--- config.mk ---
export PLATFORM = sky130hd
export DESIGN_NAME = switchover_sequencer
export DESIGN_NICKNAME = d
export VERILOG_FILES = /design/src/rtl/switchover_sequencer.sv
export SDC_FILE = /design/constraint.sdc
export NUM_CORES = 1
export LEC_CHECK = 0
export ABC_CLOCK_PERIOD_IN_PS = 2200
export CAP_MARGIN = 40
export CORE_MARGIN = 4
export CORE_UTILIZATION = 59
export CTS_BUF_LIST = sky130_fd_sc_hd__clkbuf_4 sky130_fd_sc_hd__clkbuf_8 sky130_fd_sc_hd__clkbuf_16
export CTS_CLUSTER_SIZE = 24
export DETAILED_ROUTE_END_ITERATION = 8
export DONT_BUFFER_PORTS = 1
export PLACE_DENSITY = 0.75
export SYNTH_ARGS = -nofsm -noshare
export SYNTH_HDL_FRONTEND = slang
export SYNTH_SLANG_ARGS = --single-unit
--- constraint.sdc ---
create_clock -name second_clock -period 2.2 [get_ports second_clock]
set_clock_uncertainty 0.2 [all_clocks]
set_input_delay 0.66 -clock second_clock [delete_from_list [all_inputs] [get_ports second_clock]]
set_output_delay 0.66 -clock second_clock [all_outputs]
set_load 0.01 [all_outputs]
--- src/rtl/switchover_sequencer.sv ---
// Switchover sequencer: waits for second-clock lock, settles, requests the switch, confirms via ack.
// Optional SWITCHOVER_SEQUENCER_FALLBACK_EN: lock loss while RUNNING releases the switch (RELEASE state).
module switchover_sequencer #(
  parameter int SYNC_STAGES   = 2,
  parameter int SETTLE_CYCLES = 64,
  parameter int ACK_TIMEOUT   = 16
) (
  input  logic       second_clock,
  input  logic       resetn,
  input  logic       pll_locked,
  input  logic       hold,
  input  logic       switch_ack,
  output logic       switch_request,
  output logic       switched,
  output logic       timeout_error,
  output logic       lock_lost,
  output logic [2:0] state
);

  localparam int MAX_CNT = (SETTLE_CYCLES > ACK_TIMEOUT) ? SETTLE_CYCLES : ACK_TIMEOUT;
  localparam int CW      = (MAX_CNT > 1) ? $clog2(MAX_CNT) : 1;

  typedef enum logic [2:0] {
    WAIT_LOCK = 3'd0,
    SETTLE    = 3'd1,
    REQUEST   = 3'd2,
    RUNNING   = 3'd3,
    RELEASE   = 3'd4,
    ERROR     = 3'd5,
    HOLD      = 3'd6
  } state_t;

  // Handshake: switch_request is a level; the selector answers with switch_ack
  // as a level (1 = running on second_clock). A request may only be dropped
  // after ack, and the ack must follow each edge within ACK_TIMEOUT cycles.

  logic [SYNC_STAGES-1:0] sync_q;
  logic                   locked_s;
  state_t                 state_q;
  state_t                 state_d;
  logic [CW-1:0]          cnt_q;
  logic                   set_lost;

  assign locked_s = sync_q[SYNC_STAGES-1];
  assign state    = state_q;

  always_ff @(posedge second_clock or negedge resetn) begin
    if (!resetn) begin
      sync_q <= '0;
    end else begin
      sync_q <= {sync_q[SYNC_STAGES-2:0], pll_locked};
    end
  end

  always_comb begin
    state_d  = state_q;
    set_lost = 1'b0;
    case (state_q)
      WAIT_LOCK: begin
        if (hold)          state_d = HOLD;
        else if (locked_s) state_d = SETTLE;
      end
      HOLD: begin
        if (!hold) state_d = WAIT_LOCK;
      end
      SETTLE: begin
        if (hold)                                   state_d = HOLD;
        else if (!locked_s)                         state_d = WAIT_LOCK;
        else if (cnt_q == CW'(SETTLE_CYCLES - 1))   state_d = REQUEST;
      end
      REQUEST: begin
        if (switch_ack)                           state_d = RUNNING;
        else if (cnt_q == CW'(ACK_TIMEOUT - 1))   state_d = ERROR;
      end
      RUNNING: begin
        if (!locked_s) begin
          set_lost = 1'b1;
`ifdef SWITCHOVER_SEQUENCER_FALLBACK_EN
          state_d  = RELEASE;
`endif
        end
      end
`ifdef SWITCHOVER_SEQUENCER_FALLBACK_EN
      RELEASE: begin
        if (!switch_ack)                          state_d = WAIT_LOCK;
        else if (cnt_q == CW'(ACK_TIMEOUT - 1))   state_d = ERROR;
      end
`endif
      ERROR:   state_d = ERROR;
      default: state_d = WAIT_LOCK;
    endcase
  end

  // Outputs are decoded from the next state so they move on the same edge as state.
  always_ff @(posedge second_clock or negedge resetn) begin
    if (!resetn) begin
      state_q        <= WAIT_LOCK;
      cnt_q          <= '0;
      switch_request <= 1'b0;
      switched       <= 1'b0;
      timeout_error  <= 1'b0;
      lock_lost      <= 1'b0;
    end else begin
      state_q <= state_d;
      if (state_d != state_q) begin
        cnt_q <= '0;
      end else if (cnt_q != {CW{1'b1}}) begin
        cnt_q <= cnt_q + 1'b1;
      end
      switch_request <= (state_d == REQUEST) || (state_d == RUNNING);
      switched       <= (state_d == RUNNING);
      if ((state_d == ERROR) && (state_q != ERROR)) timeout_error <= 1'b1;
      if (set_lost) lock_lost <= 1'b1;
    end
  end

endmodule

==> results of run 1 <==
cell usage after synthesis:
cell type  count  share of area, %
and3_1         2               1.5
or3b_1         1               1.1
a221oi_2       1               1.9
mux2i_1        2               2.5
o211a_1        1               1.2
nand2b_1       1              0.77
o211ai_1       1              0.93
o31ai_1        1              0.93
nor2b_1        1              0.77
ha_1           1               1.5
a31oi_1        1              0.77
dfrtp_1       15                46
nor4b_4        1               2.9
nand2_1        6               2.8
nor4_1         5               3.9
a31o_2         2               2.2
a211oi_2       1               1.5
a21oi_1        4               2.5
nand3_1        3               1.9
and4b_4        1               1.7
or2_1          1              0.77
nor2_2         1              0.77
a41o_1         1               1.2
o221ai_1       2               2.2
xor2_1         2               2.2
and2_1         1              0.77
buf_2          2               1.2
or2_2          1              0.77
o22ai_1        1              0.77
nor2_1         7               3.3
or3b_4         1               1.4
nor3_1         3               1.9
and4b_1        1               1.2
inv_1          4               1.9
layout make-up:
class,instances,share of cell area [%]
inverter,4,1.752
sequential,15,43.80
clock buffer,4,3.504
tap,15,2.190
timing repair buffer,1,1.168
multi-input combinational,58,47.59
how the worst max path moves through the flow:
| stage | slack, ns | from | depth (start not counted) | to |
|---|---|---|---|---|
| final | 0.23 | cnt_q[0]$_DFFE_PN0P_ | 5 | cnt_q[5]$_DFFE_PN0P_ |
| after global routing | 0.1 | cnt_q[0]$_DFFE_PN0P_ | 5 | cnt_q[3]$_DFFE_PN0P_ |
| after CTS | 0.24 | cnt_q[0]$_DFFE_PN0P_ | 5 | cnt_q[1]$_DFFE_PN0P_ |
| after detailed placement | 0.25 | cnt_q[0]$_DFFE_PN0P_ | 5 | cnt_q[1]$_DFFE_PN0P_ |
| after global placement | 0.31 | cnt_q[0]$_DFFE_PN0P_ | 5 | cnt_q[1]$_DFFE_PN0P_ |
| after floorplan | 0.40 | cnt_q[0]$_DFFE_PN0P_ | 5 | switched$_DFF_PN0_ |
kinds of logic (layout without fill, tap and decap cells):
logic type / Yosys count / count (layout)
simple gates: 37 / 37
compound gates: 16 / 16
flops: 15 / 15
buf+inv: 6 / 9
xor+xnor: 2 / 2
mux: 2 / 2
fa+ha+maj: 1 / 1
worst max-delay path, delay by kind of cell (launching register included):
family | cells | cell delay [ns]
AOI/OAI and AO/OA | 1 | 0.42
DFF | 1 | 0.41
and+or+nand+nor | 3 | 0.59
adders and majority gates | 1 | 0.25
through the flow:
stage          hold slack [ns]  instances  setup WS [ns]  total power, mW
6_report                0.1641         97         0.2332           0.9357
4_1_cts                 0.1684         97         0.2415           0.9342
3_5_place_dp            0.1505         92         0.2540           0.7624
5_1_grt                 0.1804         97        0.09923            1.004
3_3_place_gp            0.1389         92         0.3111           0.7564
2_1_floorplan           0.1312         79         0.4017           0.6915
repair_timing:
item                                    4_1_cts  5_1_grt
endpoints found under the hold margin        15        0
resized for setup                             0        0
endpoints found under the setup margin        0        0
hold buffers                                  1        0
registers in the layout, indices dropped and copies added, names as in the netlist:
name and flops:
cnt_q 6, state 3, sync_q 2, lock_lost 1, switch_request 1, switched 1, timeout_error 1
layer usage:
layer,up-vias,global-route usage (%)
met2,25,25.71
met4,0,7.018
met1,302,29.72
met3,0,4.781
met5,-,0
li1,299,-
power by group through the flow:
stage	Clock, mW	Sequential [mW]	Combinational (mW)
finish	0.166	0.444	0.325
CTS	0.168	0.443	0.322
global placement	0	0.448	0.308
floorplan	0	0.411	0.281
global route	0.185	0.456	0.363
detailed placement	0	0.449	0.313
layout by cell type (no fill, tap or decap), drive strengths merged, types with 2 or more instances in the layout:
| cell | count |
|---|---|
| a21oi | 4 |
| a31o | 2 |
| and3 | 2 |
| and4b | 2 |
| clkbuf | 4 |
| dfrtp | 15 |
| inv | 4 |
| mux2i | 2 |
| nand2 | 6 |
| nand3 | 3 |
| nor2 | 8 |
| nor3 | 3 |
| nor4 | 5 |
| o221ai | 2 |
| or2 | 2 |
| or3b | 2 |
| xor2 | 2 |
==> summary.txt, run 1 <==
outcome = finished clean
met3 wire length = 115 um
min Tclk post-route = 1.967 ns
warnings from Yosys = 0
critical path startpoint category = flop
P_sw = 388.3 uW
vias in the first global route = 609
final core occ = 65.87%
xor-xnor portion of the synthesized cell area = 2.167%
clock buffer depth = 2
WS Path Type = reg2reg
DR WL/cell = 16.62 um
Comb pwr share = 34.8%
critical path data arrival time = 1.94 ns
DR vias = 626
Setup TNS = 0 ns
row count = 13
CTS H-tree lvls = 1
port bufs = 0
CTS Buf Count = 3
Post-CTS Setup Bufs = 0
GRT overflow = 0
post-DP HPWL = 1238 um
Syn Nets = 85
setup violators final = 0
worst-path fanout max = 5
detailed-route wire length = 1612 um
crit path cell chain = ha_1 > and4b_4 > a221oi_2 > nor2_2 > nor4_1
Leak = 0.3882 nW
DRT antenna net count = 0
largest family of logic cells by synthesized area = simple AND/OR/NAND/NOR gates
Worst Hold Class = reg2reg
worst skew pair latency = 0.28 ns
Worst R2R Start = cnt_q[0]$_DFFE_PN0P_
clock tree from TritonCTS = yes
CORE AREA = 1301 sq um
clock sinks = 15
diode count = 0
Syn Inst Count = 79
Yosys reg bits = 15
DRT met1 WL = 748 um
Worst path max stage delay = 0.42 ns
largest net degree at the start of global routing = 16
first-pass GRT wire length = 2835 um
RSZ-0062 raised after global routing = no
vias per cell = 6.454
R2R setup slack = 0.23 ns
Simple-Gate Fraction of Synth Area = 28.17%
Layout area overhead = 6.037%
Finished Cell Area = 857.1 sq um
gr usage total = 19.20%
gpl congestion = 0.8200
drt drc = 0
actual slew at the worst max-slew pin = 0.6442 ns
clock share of power = 17.7%
placed instance area = 817.0 sq um
top sig layer = met3
detailed route wirelength on metal2 = 748 um
multi-input logic area = 407.9 sq um
final net count = 89
Final Cycle Share = 89.40%
Adder-Cell Fraction of Synth Area = 1.548%
R2R cell count = 5
Worst slew margin = 56.91%
CP max stage cell = a221oi_2
layout cells sized above 1 = 15.85%
power per cell area = 1092 nW/um^2
die height = 45.01 um
die footprint = 2026 sq um
sw frac = 41.50%
chip width = 45.01 um
Seq pwr share = 47.5%
router iterations before antenna repair = 4
Worst Hold Launch = sync_q[0]$_DFF_PN0_
FF-to-FF End = cnt_q[5]$_DFFE_PN0P_
f_max = 0.5084 GHz
post-synthesis mux area share = 2.477%
Post-Syn Area = 808.3 sq um
crit end category = flop
IO Count = 12
VDD IR-drop max = 0.7484 mV
max-slew violations = 0
Fillers = 104
Hold Path End = sync_q[1]$_DFF_PN0_
clock-pin transition on the worst setup and hold timing paths = 0.08 ns
Hold Path Depth = 0
sequential area share after synthesis = 46.44%
Compound-Gate Fraction of Synth Area = 16.10%
Pint = 547.4 uW
initial antenna violation count = 0
post-synthesis cell type count = 34
Initial DRC Count = 23
clock root buffer = clkbuf_4
Reg area = 375.4 sq um
syn_area_per_cell = 10.23 sq um
Worst Path Required = 2.17 ns
starting density of the core = 62.12%
Max-Cap Viols = 0
Final Hold Viols = 0
Note: power is estimated with default switching activity, not from simulation.
==> run 2, diff against run 1 <==
CTS_BUF_LIST = sky130_fd_sc_hd__clkbuf_8 sky130_fd_sc_hd__clkbuf_16   (was sky130_fd_sc_hd__clkbuf_4 sky130_fd_sc_hd__clkbuf_8 sky130_fd_sc_hd__clkbuf_16)
MAX_ROUTING_LAYER = met4   (was default)
==> summary.txt, run 2 (synthesized netlist as in run 1, its figures left out) <==
detailed route wirelength on metal2 = 728 um (-2.7%)
top sig layer = met4
detailed-route wire length = 1612 um (unchanged)
DR WL/cell = 16.62 um (unchanged)
f_max = 0.5114 GHz (+0.58%)
post-placement cell count = 92 (unchanged)
met3 wire length = 126 um (+9.6%)
die height = 45.01 um (unchanged)
most frequent cells in the layout = dfrtp_1, nor2_1, nand2_1, nor4_1, inv_1
starting density of the core = 62.12% (unchanged)
chip width = 45.01 um (unchanged)
first-pass GRT wire length = 2842 um (+0.25%)
actual slew at the worst max-slew pin = 0.6450 ns (+0.0008518 ns)
R2R cell count = 5 (unchanged)
Max-Cap Viols = 0 (unchanged)
power consumption = 977.8 uW (+4.5%)
die footprint = 2026 sq um (unchanged)
R2R setup slack = 0.24 ns (about the same)
placed instance area = 817.0 sq um (unchanged)
layout cells sized above 1 = 14.63% (-1.2 points)
Largest register FFs = 6 (unchanged)
clock-pin transition on the worst setup and hold timing paths = 0.05 ns (-0.03 ns)
router iterations before antenna repair = 4 (unchanged)
CTS Buf Count = 3 (unchanged)
largest net degree at the start of global routing = 16 (unchanged)
DR vias = 616 (-1.6%)
Finished Cell Area = 872.1 sq um (+1.8%)
Worst Path Required = 2.14 ns (-0.03 ns)
outcome = finished clean
max-slew violations = 0 (unchanged)
initial antenna violation count = 0 (unchanged)
GRT overflow = 0 (unchanged)
Biggest register = cnt_q
clock root buffer = clkbuf_8
row count = 13 (unchanged)
gpl congestion = 0.8322 (+1.5%)
DRT met1 WL = 737 um (-1.5%)
DRT antenna net count = 0 (unchanged)
Setup TNS = 0 ns (unchanged)
Worst slew margin = 56.86% (-0.057 points)
worst skew pair latency = 0.24 ns (-0.04 ns)
commonest non-fill, non-tap cell in the layout = dfrtp_1
setup violators final = 0 (unchanged)
CTS H-tree lvls = 1 (unchanged)
IO Count = 12 (unchanged)
Cell Count, Final, Fillers Out = 97 (unchanged)
clock sinks = 15 (unchanged)
clock buffer depth = 2 (unchanged)
Worst Hold Class = reg2reg
FF-to-FF End = cnt_q[1]$_DFFE_PN0P_
Worst Setup SP = cnt_q[0]$_DFFE_PN0P_
port bufs = 0 (unchanged)
final net count = 89 (unchanged)
crit end category = flop
post-DP HPWL = 1238 um (unchanged)
RSZ-0062 raised after global routing = no
post-CTS sizing = 0 (unchanged)
critical path startpoint category = flop
Final Hold Viols = 0 (unchanged)
Critical Path Sink = cnt_q[1]$_DFFE_PN0P_
diode count = 0 (unchanged)
WS Path Type = reg2reg
vias per cell = 6.351 (-1.6%)
Layout area overhead = 7.895%
final core occ = 67.02% (+1.2 points)
critical path data arrival time = 1.89 ns (-0.05 ns)
worst-path fanout max = 5 (unchanged)
drt drc = 0 (unchanged)
Initial DRC Count = 18 (-22%)
vias in the first global route = 624 (+2.5%)
clock tree from TritonCTS = yes
Worst R2R Start = cnt_q[0]$_DFFE_PN0P_
power per cell area = 1121 nW/um^2 (+2.7%)
Final Cycle Share = 88.89% (-0.51 points)
min Tclk post-route = 1.956 ns (-0.01131 ns)
VDD IR-drop max = 0.6012 mV (-20%)
Leak = 0.3967 nW (+2.2%)
gr usage total = 20.46% (+1.3 points)
CORE AREA = 1301 sq um (unchanged)
## run 2: critical path: stages (launching register included)
cell      delay, ns
dfrtp_1        0.40
ha_1           0.25
and4b_4        0.22
a221oi_2       0.41
nor2_2         0.12
nor4_1         0.25
## run 2: how the worst min path moves through the flow
| stage | startpoint | to | slack, ns | depth (start not counted) |
|---|---|---|---|---|
| final | sync_q[0]$_DFF_PN0_ | sync_q[1]$_DFF_PN0_ | 0.16 | 0 |
| after global routing | sync_q[0]$_DFF_PN0_ | sync_q[1]$_DFF_PN0_ | 0.17 | 0 |
| after CTS | sync_q[0]$_DFF_PN0_ | sync_q[1]$_DFF_PN0_ | 0.16 | 0 |
| after detailed placement | sync_q[0]$_DFF_PN0_ | sync_q[1]$_DFF_PN0_ | 0.15 | 0 |
| after global placement | sync_q[0]$_DFF_PN0_ | sync_q[1]$_DFF_PN0_ | 0.14 | 0 |
| after floorplan | sync_q[0]$_DFF_PN0_ | sync_q[1]$_DFF_PN0_ | 0.13 | 0 |
## run 2: report_power, final
part           internal, mW  switching (mW)  leakage (nW)
logic                 0.128           0.195         0.180
registers             0.338           0.107         0.190
clock network         0.123          0.0864        0.0269
## run 2: final cells by class
cell class,instances,area (sq um)
multi-input cells,58,407.9
inverters,4,15.01
repair buffers,1,10.01
clock inverters,1,3.754
clock buffers,3,41.29
well taps,15,18.77
fillers,103,429.2
flip-flops and latches,15,375.4
## run 2: stage by stage
step / worst slack (ns) / hold WS [ns]
2_1_floorplan: 0.4017 / 0.1312
3_3_place_gp: 0.3111 / 0.1389
3_5_place_dp: 0.2540 / 0.1505
4_1_cts: 0.2467 / 0.1626
5_1_grt: 0.1055 / 0.1745
6_report: 0.2445 / 0.1579
## run 2: routing by layer
layer,vias to the layer above,GRT usage (%)
met5,-,-
met2,27,25.42
met4,0,10.53
met3,2,6.375
met1,288,29.46
li1,299,-
## run 2: timing repair
| action | CTS | global route |
|---|---|---|
| hold endpoints to repair | 15 | 0 |
| buffers inserted | 0 | 0 |
| hold buffers | 1 | 0 |
